File: config.mk
export PLATFORM = sky130hd
export DESIGN_NAME = fifo_fwft_rd_stage
export DESIGN_NICKNAME = d
export VERILOG_FILES = /design/src/rtl/fifo_fwft_rd_stage.sv
export SDC_FILE = /design/constraint.sdc
export NUM_CORES = 1
export LEC_CHECK = 0
export BUFFER_PORTS_ARGS = -buffer_cell sky130_fd_sc_hd__buf_2
export CORE_ASPECT_RATIO = 0.7
export CORE_MARGIN = 4
export CORE_UTILIZATION = 29
export CTS_BUF_LIST = sky130_fd_sc_hd__clkbuf_8
export DETAILED_ROUTE_END_ITERATION = 10
export MAX_ROUTING_LAYER = met4
export PLACE_DENSITY_LB_ADDON = 0.08
export SYNTH_ARGS = -nofsm -noshare
export SYNTH_HDL_FRONTEND = slang
export SYNTH_HIERARCHICAL = 1
export SYNTH_SLANG_ARGS = --single-unit
File: constraint.sdc
create_clock -name rclk -period 5 [get_ports rclk]
set_input_delay 1.25 -clock rclk [delete_from_list [all_inputs] [get_ports rclk]]
set_output_delay 1.25 -clock rclk [all_outputs]
set_load 0.02 [all_outputs]
File: src/rtl/fifo_fwft_rd_stage.sv
// First-word-fall-through read stage behind a standard-mode sync FIFO and its block RAM.
// A small prefetch buffer sustains one word per cycle while fifo_ren stays registered-only.

module fifo_fwft_rd_stage_chk #(
    parameter int BUF_DEPTH = 3
) (
    input  logic       clk,
    input  logic       rst_n,
    input  logic       capture,
    input  logic       pop,
    input  logic [2:0] level
);

    // A capture into a full buffer without a pop would overwrite the head word.
    property no_overflow;
        @(posedge clk) disable iff (!rst_n)
            !(capture && !pop && (level == 3'(BUF_DEPTH)));
    endproperty

    assert property (no_overflow)
        else $error("fifo_fwft_rd_stage: prefetch buffer overflow");

endmodule

module fifo_fwft_rd_stage #(
    parameter  int DATA_WIDTH     = 32,
    parameter  int RAM_RD_LATENCY = 1,
    localparam int BUF_DEPTH      = RAM_RD_LATENCY + 2
) (
    input  logic                  rclk,
    input  logic                  rrst_n,
    input  logic                  flush,
    input  logic                  fifo_rempty,
    output logic                  fifo_ren,
    input  logic [DATA_WIDTH-1:0] fifo_rdata,
    output logic                  m_valid,
    output logic [DATA_WIDTH-1:0] m_data,
    input  logic                  m_ready,
    output logic [2:0]            buf_level
);

    localparam int                LAT      = RAM_RD_LATENCY;
    localparam int                PTR_W    = $clog2(BUF_DEPTH);
    localparam logic [3:0]        DEPTH_C  = 4'(BUF_DEPTH);
    localparam logic [PTR_W-1:0]  PTR_LAST = PTR_W'(BUF_DEPTH - 1);

    function automatic logic [3:0] popcount(input logic [LAT-1:0] v);
        logic [3:0] c;
        c = 4'd0;
        for (int i = 0; i < LAT; i++) begin
            c = c + {3'b000, v[i]};
        end
        return c;
    endfunction

    function automatic logic [PTR_W-1:0] ptr_inc(input logic [PTR_W-1:0] p);
        logic [PTR_W-1:0] n;
        if (p == PTR_LAST) begin
            n = {PTR_W{1'b0}};
        end else begin
            n = p + PTR_W'(1);
        end
        return n;
    endfunction

    logic                  run_r;
    logic [LAT-1:0]        inflight_r;
    logic [LAT-1:0]        inflight_next_s;
    logic [DATA_WIDTH-1:0] buf_r [BUF_DEPTH];
    logic [PTR_W-1:0]      wptr_r;
    logic [PTR_W-1:0]      rptr_r;
    logic [2:0]            level_r;
    logic [3:0]            occupancy_s;
    logic                  issue_s;
    logic                  capture_s;
    logic                  pop_s;

    // Issue, capture and pop decisions; issue never looks at m_ready.
    always_comb begin
        occupancy_s = {1'b0, level_r} + popcount(inflight_r);
        issue_s     = run_r && !fifo_rempty && !flush && (occupancy_s < DEPTH_C);
        capture_s   = inflight_r[LAT-1] && !flush;
        pop_s       = m_valid && m_ready;
    end

    if (LAT == 1) begin : g_shift_one
        assign inflight_next_s = issue_s;
    end else begin : g_shift_many
        assign inflight_next_s = {inflight_r[LAT-2:0], issue_s};
    end

    assign fifo_ren  = issue_s;
    assign m_valid   = (level_r != 3'd0);
    assign m_data    = buf_r[rptr_r];
    assign buf_level = level_r;

    // run_r holds off issue for the first cycle after reset release.
    always_ff @(posedge rclk or negedge rrst_n) begin
        if (!rrst_n) begin
            run_r      <= 1'b0;
            inflight_r <= {LAT{1'b0}};
            wptr_r     <= {PTR_W{1'b0}};
            rptr_r     <= {PTR_W{1'b0}};
            level_r    <= 3'd0;
            for (int i = 0; i < BUF_DEPTH; i++) begin
                buf_r[i] <= {DATA_WIDTH{1'b0}};
            end
        end else if (flush) begin
            run_r      <= 1'b1;
            inflight_r <= {LAT{1'b0}};
            wptr_r     <= {PTR_W{1'b0}};
            rptr_r     <= {PTR_W{1'b0}};
            level_r    <= 3'd0;
        end else begin
            run_r      <= 1'b1;
            inflight_r <= inflight_next_s;
            if (capture_s) begin
                buf_r[wptr_r] <= fifo_rdata;
                wptr_r        <= ptr_inc(wptr_r);
            end
            if (pop_s) begin
                rptr_r <= ptr_inc(rptr_r);
            end
            level_r <= level_r + {2'b00, capture_s} - {2'b00, pop_s};
        end
    end

    fifo_fwft_rd_stage_chk #(
        .BUF_DEPTH (BUF_DEPTH)
    ) u_chk (
        .clk     (rclk),
        .rst_n   (rrst_n),
        .capture (capture_s),
        .pop     (pop_s),
        .level   (level_r)
    );

endmodule

; ---- Yosys cells after proc, flatten, opt, wreduce, memory -nomap -nowiden
; Cells that the tools add are included.
[word_totals]
register_bits = 105
inputBits = 37
output_inout_bits = 37
wordCells = 48
[classes]
addsub = 5
n_lt_le_gt_ge = 4
eq_ne = 2
mux = 14
bitwise_logic = 3
reduce_logical = 12
[op_table]
columns = operator, n
row1 = $bwmux W96, 1
row2 = $mux W32, 3
row3 = $bmux W32 S2, 1
row4 = $demux W32 S2, 1
row5 = $mux W2, 6
row6 = $ge A3 B3 Y1 const B, 2
row7 = $logic_and A1 B1 Y1, 6
row8 = $not A2 Y3, 2
row9 = $add A2 B1 Y2 const B, 2
row10 = $add A3 B1 Y4, 1
row11 = $eq A2 B2 Y1 const B, 2
row12 = $lt A4 B2 Y1 const B, 1
row13 = $reduce_bool A2 Y1, 2
row14 = $add A3 B1 Y3, 1
row15 = $lt A3 B1 Y1 const B, 1
row16 = $mux W3, 1
row17 = $reduce_bool A3 Y1, 1
row18 = $sub A3 B1 Y3, 1
row19 = $logic_not A1 Y1, 2
row20 = $reduce_and A2 Y1, 1
row21 = $mux W1, 1
row22 = $not A1 Y1, 1

; ---- Logic depth before layout (Yosys ltp)
[logic_depth]
ltp_word = 6
mapped_depth = 9
ltp_nobuf = 8

; ---- Worst setup path before layout
; No wires, ideal clock.
[synth_path]
kind = input port to output port
start = input flush
end = output fifo_ren
arrival_time_ns = 1.840
required_ns = 3.750
setup_slack_ns = 1.910
path_stages = 3
n_path_buf = 1
path_cell_list = clkbuf_1 > nor2_1 > and4_1
[synth_between]
elab_chain_cells = 3
[synth_rtl]
columns = item, line
row1 = "start, declared", 32  ; input logic flush,
row2 = $logic_not A1 Y1, 81  ; issue_s = run_r && !fifo_rempty && !flush && (occupancy_s < DEPTH_C);
row3 = $logic_and A1 B1 Y1 (2 in a row), 81
row4 = "end, declared", 34  ; output logic fifo_ren,
; No other way between the ends.

; ---- Worst setup path in the final report
[layout_path]
start = register rptr_r[1]
end = output m_data[15]
[layout_between]
elab_chain_cells = 4
[layout_rtl]
columns = item, line
row1 = "start, declared", 71  ; logic [PTR_W-1:0] rptr_r;
row2 = "start signal, assigned", 103  ; rptr_r <= {PTR_W{1'b0}};
row3 = "start signal, assigned", 112  ; rptr_r <= {PTR_W{1'b0}};
row4 = "start signal, assigned", 122  ; rptr_r <= ptr_inc(rptr_r);
row5 = $not A2 Y3 (not written as such), 94  ; assign m_data = buf_r[rptr_r];
row6 = $bmux W32 S2, 94
row7 = $mux W32 (not written as such) (2 in a row), 94
row8 = "end, declared", 37  ; output logic [DATA_WIDTH-1:0] m_data,
; No other way between the ends. The select of a mux whose other input is x is not followed.

==> results.txt <==
* Status: completed
- The worst path in the final design needs a cycle of 3360 ps, including I/O delays and setup.
- Wires add up to 11.7 mm.
- The number of global-route vias before repair was 3188.
- Adding up every negative setup slack in the final design gives 0 ps.
- After the last flow step, the layout net total stands at 437.
* Number of remaining DRC errors: 0
* Length in cells of the worst reg-to-reg path: 3
- Counting flops and latches in the post-synthesis netlist gives 105.
- Buffers placed on the I/O ports in this run total 73.
- Along the worst hold path, the cell count comes to 1.
- The core region is 17200 sq um.
- At the pin with the least slew margin, the transition time is 1020 ps.
- Main synth FF type: dfrtp_1
- Traced cell by cell, the critical path runs through nor2b_4, o2bb2ai_1, buf_2.
- ANT cells: 0
- In this run the cell area of the synthesized design comes to 5100 sq um.
* Finished Cell Area: 5830 sq um
* Sequential cell area fraction in the yosys report: 0.515
* Synth Instances: 326
* Total track usage: 0.124
- For this configuration, the core starts out at a cell density of 0.296.
- Area added between synthesis and finish: 14.3%
- Number of buffers created by CTS: 9
- Clock Path Buffers: 2
- Fill cells in the final layout number 1714.
- The worst pin sits at a relative slew slack of 0.321.
- Highest ir drop seen on vdd: 0.000194 V
* Classification of the worst-slack hold path: reg2reg
- The detail route stage leaves a number of antenna-violating nets equal to 0.
- In the final layout, the share of cells above drive strength 1 is 0.504.
- The tree is rooted in a clkbuf_8.
- The startpoint identified for the worst hold timing path is buf_r[91].
- Together, buffers and inverters on the worst path number 1.
* CTS clk-pin slew, worst paths: 110 ps
- Critical-path top delay cell: nor2b_4
- Fraction of the cycle the final worst path needs: 0.672
* Worst Path Max Fanout: 32
- Part of the total power dissipated in the clock network: 0.197
- CTS tree: yes
* Placement-stage cell area: 5620 sq um
- The critical path is of the reg2out type.
- Worst setup EP type: output port
- The die is 167 microns wide.
* Number of vias per cell after detailed routing: 4.54
* Switching power share of the total: 0.375
* Crit path arrival time: 2110 ps
- Static leakage: 2.62 nW
- Final Non-Filler Cells: 630
- Of the total power, combinational logic draws 0.400.
- Syn. warnings: 6
- For this run, the top clock speed supported by timing is 298 MHz.
- On the worst path, the slowest cell contributes a delay of 790 ps.
* CP Data Required Time: 3750 ps
- Floorplan die height: 119 microns
- Sequential fraction of design power: 0.403
- Clock latency reported for the late side of the worst-skew pair: 370 ps
* Routed length per placed instance: 18.5 microns
- After synthesis, the share of flip-flops with an asynchronous set or reset is 1.00.
- Setup violations remaining at the end of the flow were counted as 0.
* Nets in the synthesized netlist: 369
* Total instance count after detailed placement: 614
- Setup slack on the worst reg-to-reg path comes out at 2730 ps.
- Die outline area: 19800 sq um
- The detailed router placed 2863 vias in this run.
* NetSw: 1.08 mW
- Global-route wire length before repair: 18.8 mm
- Aggregate global routing overflow: 0
* Setup fix buffers added after clock tree synthesis: 0
* Final hold vios: 0
- Clock skew: 21.5 ps
- Gpl congestion: 0.685
- The number of different library cells used by synthesis comes to 28.
- Buffers inserted to repair hold after CTS numbered 0.
- In this run, post-CTS repair resized a total of 0 instances.
- The final number of max-transition violations is 0.
- Number of optimization iterations in the first detailed-route pass: 3
- Final HPWL DP: 7.23 mm
- Family of cells with the greatest summed delay on the critical path: simple AND/OR/NAND/NOR gates
- Entering global routing, the biggest net connects 39 pins.
- 74 I/O pins were placed.
- In this run, synthesis inferred 0 flip-flops with an integrated enable.
- Unrepaired setup endpoints after global routing: false
- Pwr Density: 496 nW/um^2
* Number of maximum-capacitance constraint violations: 0
- R2r endpoint: buf_r[11]
- Worst reg2reg startpoint: wptr_r[0]
- The clock tree synthesis step divided the H-tree into 3 levels.
- Syn_area_per_cell: 15.6 sq um
* Site row count: 40
- The internal portion of the total power is 1.80 mW.
- After the first detailed-routing iteration, the DRC count stood at 83.
- Crit start category: flop
- The tree built by TritonCTS fans out to 105 sinks.
* Min-Delay Endpoint: buf_r[91]
- Initial antenna violation count: 0
-- through the flow --
stage	hold slack, ps	utilization	worst slack, ps	power [mW]
after floorplan	480	-	1910	1.97
after global placement	488	0.326	1750	2.35
after detailed placement	493	0.326	1690	2.36
after CTS	517	0.338	1580	2.94
after global routing	530	0.338	1510	3.09
final	514	0.338	1640	2.89
-- metal layers --
metal,share of wire,global-route usage,wire (microns)
met5,0,-,0
met4,0.0078,0.0261,91
met3,0.032,0.0295,374
met2,0.45,0.188,5240
met1,0.51,0.172,5960
-- sequential cells by signal, indices dropped and copies added (netlist names) --
register / flops
run_r: 1
rptr_r: 2
wptr_r: 2
inflight_r: 1
buf_r: 96
buf_level: 3
-- cells in the final DEF, fill, tap and decap left out --
master,synthesis,routed
buf_4,0,9
nor3_1,1,1
nand3b_1,1,1
mux2_4,70,70
xnor2_1,2,2
inv_1,2,2
dfrtp_1,105,104
and4bb_2,0,2
inv_6,0,3
bufinv_16,0,1
clkbuf_8,0,10
or2b_1,2,2
nor4b_4,1,1
or3_1,1,1
or3b_2,2,2
nor2b_4,0,1
ha_1,5,5
o2bb2ai_1,32,32
fa_1,1,1
dfrtp_2,0,1
a21oi_1,2,2
nand2b_1,2,2
clkinv_4,0,1
buf_2,8,72
conb_1,1,1
mux2i_1,33,33
nor2b_1,3,2
clkinvlp_4,0,1
mux2_2,27,27
o31a_1,1,1
and4_1,2,2
a22oi_1,1,1
nor2_1,3,3
-- worst reg2reg max path, delay by kind of cell (launching register included) --
kind,cells,cell delay [ps]
buf+inv,1,390
flops,1,470
mux,1,330
simple gates,1,970
-- cells by family after synthesis --
kind of cell    share of synthesized area
mux                                 0.330
xor+xnor                          0.00344
fa+ha+maj                          0.0162
buf+inv                            0.0424
flops                               0.515
compound gates                     0.0601
simple gates                       0.0314
other cells                      0.000735
-- cells in the mapped netlist (2+ instances only) --
library cell  instances  area share
dfrtp_1             105        0.52
mux2_4               70        0.21
mux2i_1              33       0.065
o2bb2ai_1            32       0.055
mux2_2               27       0.060
buf_2                 8      0.0079
buf_6                 8       0.018
clkbuf_1              5      0.0037
ha_1                  5       0.012
buf_12                3       0.012
nor2_1                3      0.0022
nor2b_1               3      0.0037
a21oi_1               2      0.0020
and4_1                2      0.0034
and4bb_1              2      0.0049
inv_1                 2      0.0015
nand2b_1              2      0.0025
or2b_1                2      0.0029
or3b_2                2      0.0034
xnor2_1               2      0.0034
-- worst max path at each step --
| stage | start | end | slack (ps) | depth (start not counted) |
|---|---|---|---|---|
| 2_1_floorplan | flush | fifo_ren | 1910 | 3 |
| 3_3_place_gp | flush | buf_r[6] | 1750 | 4 |
| 3_5_place_dp | flush | buf_r[5] | 1690 | 4 |
| 4_1_cts | rptr_r[1] | m_data[15] | 1580 | 3 |
| 5_1_grt | rptr_r[1] | m_data[28] | 1510 | 3 |
| 6_report | rptr_r[1] | m_data[15] | 1640 | 3 |
-- layout make-up --
type	instances	area (sq um)	area share
clock inverters	6	72.6	0.0125
repair buffers	81	428	0.0734
flip-flops and latches	105	2630	0.451
multi-input cells	195	2260	0.388
inverters	2	7.51	0.00129
clock buffers	10	138	0.0236
well taps	231	289	0.0496
-- power groups by stage --
stage | Sequential, mW | Clock (mW) | Combinational, mW
global placement | 1.18 | 0 | 1.17
detailed placement | 1.18 | 0 | 1.18
finish | 1.16 | 0.568 | 1.15
global route | 1.19 | 0.627 | 1.26
floorplan | 1.16 | 0 | 0.806
CTS | 1.17 | 0.594 | 1.18
(Power assumes the default switching activity.)
